==> config.mk <==
export PLATFORM = sky130hd
export DESIGN_NAME = rr_grant_arbiter
export DESIGN_NICKNAME = d
export VERILOG_FILES = /design/src/rtl/rr_grant_arbiter.sv
export SDC_FILE = /design/constraint.sdc
export NUM_CORES = 1
export LEC_CHECK = 0
export CAP_MARGIN = 40
export CORE_ASPECT_RATIO = 0.8
export CORE_MARGIN = 2
export CORE_UTILIZATION = 52
export CTS_CLUSTER_SIZE = 8
export DETAILED_ROUTE_END_ITERATION = 7
export PLACE_DENSITY = 0.86
export SKIP_LAST_GASP = 1
export SLEW_MARGIN = 0
export SYNTH_ARGS = -nofsm -noshare
export SYNTH_HDL_FRONTEND = slang
export SYNTH_SLANG_ARGS = --single-unit
==> constraint.sdc <==
create_clock -name clk -period 4.8 [get_ports clk]
set_clock_uncertainty 0.2 [all_clocks]
set_input_delay 0.48 -clock clk [delete_from_list [all_inputs] [get_ports clk]]
set_output_delay 0.48 -clock clk [all_outputs]
set_load 0.02 [all_outputs]
==> src/rtl/rr_grant_arbiter.sv <==
// rtl/rr_grant_arbiter.sv - round-robin arbiter with bounded grant hold and turnaround idle
module rr_grant_arbiter #(
   parameter int DATA_W   = 16,
   parameter int POS_W    = 4,
   parameter int MAX_HOLD = 8,
   parameter int CNT_W    = 3
) (
   input  logic              clk,
   input  logic              rst,
   input  logic [DATA_W-1:0] req,
   output logic [DATA_W-1:0] grant,
   output logic [POS_W-1:0]  grant_pos,
   output logic              grant_valid,
   output logic [CNT_W-1:0]  hold_cnt
);

   typedef enum logic {
      IDLE  = 1'b0,
      GRANT = 1'b1
   } state_t;

   state_t              r_state;
   state_t              w_state_nxt;
   logic [DATA_W-1:0]   r_grant;
   logic [DATA_W-1:0]   w_grant_nxt;
   logic [POS_W-1:0]    r_grant_pos;
   logic [POS_W-1:0]    w_pos_nxt;
   logic                r_grant_valid;
   logic                w_valid_nxt;
   logic [CNT_W-1:0]    r_hold_cnt;
   logic [CNT_W-1:0]    w_cnt_nxt;
   logic [POS_W-1:0]    r_last_pos;
   logic [POS_W-1:0]    w_last_nxt;
   logic [POS_W-1:0]    w_pick;
   logic [POS_W-1:0]    w_idx;
   logic                w_found;
   logic                w_release;

   // Wrap is modulo DATA_W; base < DATA_W and k <= DATA_W, so one subtraction suffices.
   function automatic logic [POS_W-1:0] wrap_add(input logic [POS_W-1:0] base, input int k);
      int s;
      s = int'(base) + k;
      if (s >= DATA_W) s = s - DATA_W;
      return s[POS_W-1:0];
   endfunction

   always_comb begin
      w_found = 1'b0;
      w_pick  = '1;
      w_idx   = '0;
      for (int k = 1; k <= DATA_W; k++) begin
         w_idx = wrap_add(r_last_pos, k);
         if (!w_found && req[w_idx]) begin
            w_found = 1'b1;
            w_pick  = w_idx;
         end
      end
   end

   assign w_release = !req[r_grant_pos] || (r_hold_cnt == CNT_W'(MAX_HOLD - 1));

   always_comb begin
      w_state_nxt = r_state;
      w_grant_nxt = r_grant;
      w_pos_nxt   = r_grant_pos;
      w_valid_nxt = r_grant_valid;
      w_cnt_nxt   = r_hold_cnt;
      w_last_nxt  = r_last_pos;
      case (r_state)
         IDLE: begin
            if (w_found) begin
               w_state_nxt         = GRANT;
               w_grant_nxt         = '0;
               w_grant_nxt[w_pick] = 1'b1;
               w_pos_nxt           = w_pick;
               w_valid_nxt         = 1'b1;
               w_cnt_nxt           = '0;
            end
         end
         GRANT: begin
            // Other request bits are deliberately not looked at while a grant is held.
            if (w_release) begin
               w_state_nxt = IDLE;
               w_grant_nxt = '0;
               w_pos_nxt   = '1;
               w_valid_nxt = 1'b0;
               w_cnt_nxt   = '0;
               w_last_nxt  = r_grant_pos;
            end else begin
               w_cnt_nxt = r_hold_cnt + 1'b1;
            end
         end
         default: w_state_nxt = IDLE;
      endcase
   end

   always_ff @(posedge clk) begin
      if (rst) begin
         r_state       <= IDLE;
         r_grant       <= '0;
         r_grant_pos   <= '1;
         r_grant_valid <= 1'b0;
         r_hold_cnt    <= '0;
         r_last_pos    <= POS_W'(DATA_W - 1);
      end else begin
         r_state       <= w_state_nxt;
         r_grant       <= w_grant_nxt;
         r_grant_pos   <= w_pos_nxt;
         r_grant_valid <= w_valid_nxt;
         r_hold_cnt    <= w_cnt_nxt;
         r_last_pos    <= w_last_nxt;
      end
   end

   assign grant       = r_grant;
   assign grant_pos   = r_grant_pos;
   assign grant_valid = r_grant_valid;
   assign hold_cnt    = r_hold_cnt;

endmodule

==> Word-level counts from Yosys, hierarchy flattened <==
Index checks and enable logic that the tools add are counted.
{ "word_totals": {"output_inout_bits": 24, "wordCells": 212, "in_bits": 18, "ff_bits": 29} }
{ "classes": {"n_addsub": 33, "reduce_logical": 35, "mux": 99, "bitwise": 1, "order_cmp": 35, "eq_ne": 3} }
{ "op_table": {"columns": ["cell", "count"], "rows": [
  ["$mux 4", 34],
  ["$lt 4x5->1 const B", 18],
  ["$ge 5x5->1 const B", 15],
  ["$bmux 1 s4", 17],
  ["$sub 4x1->4 const B", 16],
  ["$add 4x4->5 const B", 8],
  ["$mux 1", 38],
  ["$mux 16", 2],
  ["$pmux 16 s2", 1],
  ["$add 4x3->5 const B", 4],
  ["$logic_and 1x1->1", 16],
  ["$logic_not 1->1", 16],
  ["$add 4x2->5 const B", 2],
  ["$pmux 4 s2", 1],
  ["$add 4x5->6 const B", 1],
  ["$ge 6x5->1 const B", 1],
  ["$mux 3", 2],
  ["$pmux 3 s2", 1],
  ["$add 4x1->5 const B", 1],
  ["$demux 1 s4", 1],
  ["$ge 4x1->1 const B", 1],
  ["$pmux 1 s2", 2],
  ["$reduce_and 2->1", 2],
  ["$add 3x1->3 const B", 1],
  ["5 further kinds", 5]
]} }

==> Depth between registers and ports, before layout <==
Gate-level depths: netlist of run 1.
{ "logic_depth": {"ltp_word": 57, "depth_mapped": 18} }

==> Worst setup path after synthesis of run 1 <==
No wires, ideal clock.
{ "synth_path": {"path_type": "register to register", "from": "register r_last_pos[0]", "to": "register r_grant[9], in the netlist grant[9]", "path_stages_with_launch": 17, "path_buffers": 4, "required_time_ns": 4.483, "arrival_time_ns": 4.577, "synth_period_minus_slack_ns": 4.894, "setup_slack_ns": -0.094, "path_cell_list": "dfxtp_1 buf_2 buf_2 inv_2 buf_2 ha_1 buf_6 mux2_4 mux4_2 a222oi_1 nand2_2 or2_1 or3_4 a2111oi_4 a21oi_2 and3_1 a32o_1"} }
{ "synth_between": {"elab_chain_cells": 57} }
{ "synth_rtl": {"columns": ["item", "line", "source"], "rows": [
  ["start, declared", "32", "logic [POS_W-1:0] r_last_pos;"],
  ["start signal, assigned", "104", "r_last_pos <= POS_W'(DATA_W - 1);"],
  ["start signal, assigned", "111", "r_last_pos <= w_last_nxt;"],
  ["$add 4x1->5", "42", "s = int'(base) + k;"],
  ["$sub 4x1->4 / $ge 5x5->1 (equally long branches)", "43", "if (s >= DATA_W) s = s - DATA_W;"],
  ["$mux 4", "43", null],
  ["$bmux 1 s4", "53", "if (!w_found && req[w_idx]) begin"],
  ["$mux 1 (implied by the code)", "53", null],
  ["$mux 1", "53", null],
  ["$logic_not 1->1", "53", null],
  ["$logic_and 1x1->1", "53", null],
  ["(+41 left out)", null, null],
  ["$logic_and 1x1->1", "53", null],
  ["$mux 4", "53", null],
  ["$lt 4x5->1 (implied by the code) / $ge 4x1->1 (equally long branches)", "74", "w_grant_nxt[w_pick] = 1'b1;"],
  ["$logic_and 1x1->1 (implied by the code)", "74", null],
  ["$mux 1 (implied by the code)", "74", null],
  ["$demux 1 s4", "74", null],
  ["$mux 16", "71", "if (w_found) begin"],
  ["$pmux 16 s2", "69", "case (r_state)"],
  ["end signal, assigned", "107", "r_grant <= w_grant_nxt;"],
  ["end, declared", "24", "logic [DATA_W-1:0] r_grant;"]
]} }
Parallel ways exist; a longest one is shown, timed or not. The select of a mux whose other input is x is not followed.
A chain may end at the register's enable or synchronous reset.

==> Worst setup path after layout of run 1 <==
{ "layout_path": {"from": "register r_last_pos[0]", "to": "register r_grant[12], in the netlist grant[12]"} }
Same word-level chain as after synthesis.

==> out/metrics.yaml, run 1 <==
yosys:
  synth_area_leaders: "mux4_2 (22%), dfxtp_1 (16%), mux2i_1 (9.2%)"
  avgSynthCellArea_um2: 9.70
  synth-edff-count: 0
  synthArstFlopShare: 0
  syn_nets: 400
  synthesis.area_um2: 3610
  synth_compound_area_frac: 0.209
  yosys.area_share.simple: 0.169
  yosys-top-cells-count: "mux4_2 (35), nor2_1 (35), mux2i_1 (33)"
  yosysTopAreaCell: "mux4_2"
  synth_cells: 372
  ys.warnings.count: 0
  synthAdderAreaFrac: 0.0347
  synth_mux_area_frac: 0.356
  synth_flop_cell: "dfxtp_1"
  ys_types: 71
  yosys.area.top_type_share: 0.219
  synth_top_family_by_area: "multiplexers"
  ys_seq_elements: 29
  synthXorXnorAreaFrac: 0.0312
  ys_seq_area_frac: 0.161
timing:
  setup_viol: 0
  maxSlewViolCount: 0
  max_slew_margin: 0.504
  final.period_utilization: 0.939
  clock.fmax_mhz: 222
  fin_ws_ns: 0.292
  fin_crit_ns: 4.51
  setup_tns_ns: 0
  worst_slew_pin_slew_ns: 0.739
  hold_viol_final: 0
  grt_setup_unrepaired: "no"
routing:
  firstDrtPassIters: 5
  vias_per_cell: 6.92
  wl_per_cell_um: 21.6
  wl_um: 11000
  drc: 0
  drtIter0Drc: 298
  via_count: 3527
  drtAntennaViolNets: 0
clock_tree:
  clock-sinks: 29
  path_clk_slew_ns: 0.06
  cts_tree: "yes"
  ctsLongestPathBuffers: 2
  root_buffer: "clkbuf_8"
  cts_max_level: 2
  cts_buffers: 5
  clk_latency_ns: 0.28
  cts_hold_buf: 0
setup_path:
  cp_num_buf_inv: 2
  reg2reg_to: "grant[12]"
  crit_family: "multiplexers"
  endpoint_kind: "register"
  r2r_slack_ns: 0.29
  worst-endpoint-arrival_ns: 4.54
  slowest_stage: "mux4_1"
  worst_setup_path_start_kind: "register"
  crit_path_max_fanout: 15
  max_stage_delay_ns: 0.72
  critPathRequiredTime_ns: 4.83
  ff2ff_path_depth: 12
  r2r-start: "r_last_pos[0]"
  cp_common_cell: "mux2i_1"
  path_cells: "inv_2 -> ha_2 -> mux4_1 -> mux2i_1 -> mux2i_1 -> nor4b_4 -> nand4_2 -> buf_4 -> or2_2 -> a211oi_2 -> nor2b_1 -> a22o_1"
  worstSetupPathType: "register to register"
final_layout:
  diodes: 0
  fillers: 526
  syn_to_final_growth_pct: 19.4
  num-nets-final: 450
  drive_above_1_share: 0.227
  final_util: 0.634
placed_design:
  dpl.hpwl_um: 8300
  gp_congestion: 1.05
  portBuffers: 41
  place_worst_setup_slack_ns: 0.251
floorplanning:
  die_x_um: 97.1
  initial_utilization: 0.531
  pin_count: 42
  core_area_um2: 6790
  die_area_um2: 7620
  die_h_um: 78.5
  rows: 27
global_routing:
  grt_antenna_before_repair: 0
  grt_pass1_vias: 3336
  grt_overflow_total: 0
  track_usage: 0.296
  grt_max_degree: 25
  grt_pass1_wl_um: 18100
hold_path:
  hold_path_startpoint: "grant[10]"
  holdCritPathClass: "register to register"
  worstHoldPathCells: 1
  hold_end: "grant[10]"
flow_run:
  maxCapViolations: 0
outcome:
  status: "complete, no violations"
## timing repair
action | in CTS | in global routing
setup buffers | 0 | 0
gates resized for setup | 0 | 2
endpoints found under the setup margin | 0 | 17
## worst max path at each step
stage	start	to	slack, ns	cells after the start
2_1_floorplan	r_last_pos[0]	grant[9]	0.03	16
3_3_place_gp	r_last_pos[0]	grant[10]	0.30	13
3_5_place_dp	r_last_pos[0]	grant[10]	0.25	13
4_1_cts	r_last_pos[0]	grant[8]	0.19	13
5_1_grt	r_last_pos[0]	grant[8]	0.02	13
6_report	r_last_pos[0]	grant[12]	0.29	12
## kinds of logic (layout without fill, tap and decap cells)
logic type | count (synthesis) | after routing
buffers and inverters | 33 | 84
flip-flops | 29 | 29
AND/OR/NAND/NOR | 110 | 110
multiplexers | 81 | 81
adder cells (fa/ha/maj) | 10 | 10
AO/OA/AOI/OAI | 97 | 97
XOR/XNOR | 12 | 12
## layout by cell type, fill, tap and decap left out, types with 3 or more instances in the layout
master	n
clkbuf_8	7
o21ai_0	12
a21o_1	3
and3_1	4
inv_1	9
nor2_1	35
and2_1	4
a22o_1	12
buf_4	22
nor2b_1	8
nand3_1	10
a32o_1	4
xnor2_1	9
nor3_1	5
a211oi_1	5
mux4_2	35
clkdlybuf4s50_1	41
nand2b_1	4
a21oi_1	15
o22ai_1	4
dfxtp_1	29
o21bai_1	4
o211ai_1	3
a211o_1	4
ha_1	9
a22oi_1	4
mux2_2	11
nand2_1	20
mux2i_1	33
## flip-flops by register name, summed over array words and instances, names as in the netlist
register and count:
r_state 1, r_last_pos 4, grant_valid 1, grant 16
grant_pos 4, hold_cnt 3
## metal layers
layer | track usage | wire, um
met4 | 0.0775 | 232
met2 | 0.451 | 4950
met3 | 0.0570 | 1040
met1 | 0.431 | 4780
met5 | 0 | 0
## final cells by class
cell class | count | area (um^2) | share of cell area
clock inverter | 1 | 5.00 | 0.00116
timing repair buffer | 63 | 576 | 0.134
inverter | 13 | 48.8 | 0.0113
clock buffer | 7 | 96.3 | 0.0224
tap | 87 | 109 | 0.0253
multi-input combinational | 310 | 2890 | 0.671
sequential | 29 | 581 | 0.135
## worst register-to-register path, stage by stage (launching register included)
cell and delay, ns:
dfxtp_1 0.40, inv_2 0.06, ha_2 0.54, mux4_1 0.73, mux2i_1 0.28, mux2i_1 0.20, nor4b_4 0.37, nand4_2 0.15
buf_4 0.19, or2_2 0.30, a211oi_2 0.50, nor2b_1 0.37, a22o_1 0.18
## per-stage QoR
stage	std cells	hold slack (ns)	area, um^2
final	510	0.278	4310
after global routing	510	0.300	4310
after CTS	510	0.279	4300
after detailed placement	502	0.264	4200
after global placement	502	0.260	4200
after floorplan	372	0.355	3610
Power of run 1 is left out: the tool's default activity adds up to more than one toggle a clock period on the data nets, which glitch-free logic cannot reach.
==> run 2: changes to the inputs <==
--- a/config.mk
+++ b/config.mk
@@ -8,10 +8,11 @@
 export CAP_MARGIN = 40
 export CORE_ASPECT_RATIO = 0.8
 export CORE_MARGIN = 2
-export CORE_UTILIZATION = 52
+export CORE_UTILIZATION = 40
 export CTS_CLUSTER_SIZE = 8
 export DETAILED_ROUTE_END_ITERATION = 7
-export PLACE_DENSITY = 0.86
+export GPL_TIMING_DRIVEN = 0
+export PLACE_DENSITY = 0.71
 export SKIP_LAST_GASP = 1
 export SLEW_MARGIN = 0
 export SYNTH_ARGS = -nofsm -noshare
==> run 2 against run 1 <==
  * Routed wire length grew 12%
  * Final cell count increased by 9.8%
  * Via count is 6.3% higher
  * Highest routed layer unchanged
  * Critical endpoint is now grant_pos[0]
  * Sequential share of layout area is 1.1 points lower
  * Sequential cell count unchanged
  * Die area increased by 29%
  * Critical path depth is 4 higher
  * Worst setup slack lost 0.082 ns
  * First-iteration DRC count rose by 54%
==> out/metrics.yaml, run 2 (synthesized netlist as in run 1, its figures left out) <==
outcome:
  status: "complete, no violations"
clock_tree:
  cts_buffers: 5  # unchanged
  ctsLongestPathBuffers: 2  # unchanged
  cts_tree: "yes"
  clock-sinks: 29  # unchanged
  clk_latency_ns: 0.27  # about the same
  path_clk_slew_ns: 0.05  # about the same
  cts_max_level: 2  # unchanged
  cts_hold_buf: 0  # unchanged
  root_buffer: "clkbuf_16"
final_layout:
  final_common_cell: "clkdlybuf4s50_1"
  seq_area_um2: 584  # +0.65%
  largest_reg_flops: 16  # unchanged
  multi_input_area_um2: 3020  # +4.4%
  fillers: 766  # +46%
  diodes: 0  # unchanged
  drive_above_1_share: 0.299  # +0.0722
  final_cell_mix: "clkdlybuf4s50_1 (41), mux4_2 (36), nor2_1 (34)"
  syn_to_final_growth_pct: 31.0
  num-nets-final: 475  # +5.6%
  final_cells: 560  # +9.8%
  final_cell_area_um2: 4730  # +9.8%
routing:
  wl_per_cell_um: 22.0  # +1.9%
  via_count: 3748  # +6.3%
  firstDrtPassIters: 5  # unchanged
  drtIter0Drc: 460  # +54%
  drtAntennaViolNets: 0  # unchanged
  drc: 0  # unchanged
  vias_per_cell: 6.69  # -3.2%
  wl_um: 12300  # +12%
setup_path:
  slowest_stage: "mux4_2"
  crit_family: "simple AND/OR/NAND/NOR gates"
  crit_path_max_fanout: 10  # -5
  worst_setup_path_start_kind: "register"
  cp_num_buf_inv: 5  # +3
  max_stage_delay_ns: 0.53  # -0.19 ns
  path_cells: "buf_6 -> clkbuf_4 -> clkinv_2 -> ha_2 -> mux4_2 -> nor2_1 -> o32a_1 -> nand2_2 -> or2_4 -> or3_4 -> o221ai_4 -> o211ai_4 -> buf_4 -> buf_4 -> o22ai_1 -> nand2b_1"
  worst-endpoint-arrival_ns: 4.55  # about the same
  cp_common_cell: "buf_4"
  critPathRequiredTime_ns: 4.76  # -0.07 ns
  worstSetupPathType: "register to register"
  endpoint_kind: "register"
floorplanning:
  die_h_um: 88.9  # +13%
  rows: 30  # +11%
  initial_utilization: 0.418  # -0.113
  die_area_um2: 9800  # +29%
  core_area_um2: 8630  # +27%
  die_x_um: 110  # +13%
  pin_count: 42  # unchanged
global_routing:
  grt_max_degree: 14  # -44%
  grt_antenna_before_repair: 0  # unchanged
  grt_overflow_total: 0  # unchanged
  grt_pass1_vias: 3415  # +2.4%
  grt_pass1_wl_um: 18800  # +3.8%
  track_usage: 0.252  # -0.0437
flow_run:
  maxCapViolations: 0  # unchanged
timing:
  final.period_utilization: 0.956  # +0.0171
  maxSlewViolCount: 0  # unchanged
  clock.fmax_mhz: 218  # -1.8%
  max_slew_margin: 0.444  # -0.0602
  hold_viol_final: 0  # unchanged
  worst_slew_pin_slew_ns: 0.829  # +0.0897 ns
  fin_crit_ns: 4.59  # +0.0821 ns
  setup_viol: 0  # unchanged
  hold_ws_ns: 0.270  # -0.00795 ns
placed_design:
  dpl.cell_count: 526  # +4.8%
  dpl.hpwl_um: 8790  # +5.8%
  dpl_cell_area_um2: 4170  # -0.63%
  gp_congestion: 1.02  # -3.0%
  portBuffers: 41  # unchanged
hold_path:
  holdCritPathClass: "register to register"
## run 2: changes by cell type in the layout (fill, tap and decap cells not counted), sizes merged
cell	delta
clkinv	+1
clkbuf	+7
buf	+17
## run 2: worst paths after layout
path,start,endpoint,slack [ns],cells past startpoint
max reg2reg,r_last_pos[2],grant_pos[0],0.21,16
max,r_last_pos[2],grant_pos[0],0.21,16
min,grant[8],grant[8],0.27,1
min reg2reg,grant[8],grant[8],0.27,1
## run 2: repair_timing
action                     CTS  global route
resized for setup           27            26
setup buffers               10            17
pin swaps                    5            10
setup endpoints to repair   25            21
cloned                       0             1
## run 2: final cells by class
| class | instances | area share |
|---|---|---|
| clock buffers | 6 | 0.0273 |
| inverters | 13 | 0.0116 |
| plain buffers | 18 | 0.0307 |
| clock inverters | 2 | 0.00212 |
| well taps | 112 | 0.0296 |
| repair buffers | 70 | 0.137 |
| multi-input cells | 310 | 0.638 |
| flip-flops and latches | 29 | 0.124 |
## run 2: stage by stage
| step | setup WS [ns] | utilization | TNS, ns |
|---|---|---|---|
| 6_report | 0.210 | 0.548 | 0 |
| 5_1_grt | -0.109 | 0.548 | -0.947 |
| 4_1_cts | 0.00354 | 0.520 | 0 |
| 3_5_place_dp | -1.08 | 0.483 | -22.44 |
| 3_3_place_gp | -0.970 | 0.482 | -18.99 |
| 2_1_floorplan | 0.0343 | - | 0 |
## run 2: routing by layer
metal | track usage | wire length, um | up-vias
li1 | - | - | 1632
met2 | 0.369 | 5440 | 264
met1 | 0.385 | 5300 | 1814
met4 | 0.0648 | 294 | 0
met3 | 0.0430 | 1280 | 38
met5 | 0 | 0 | -
Power of run 2 is left out for the same reason.
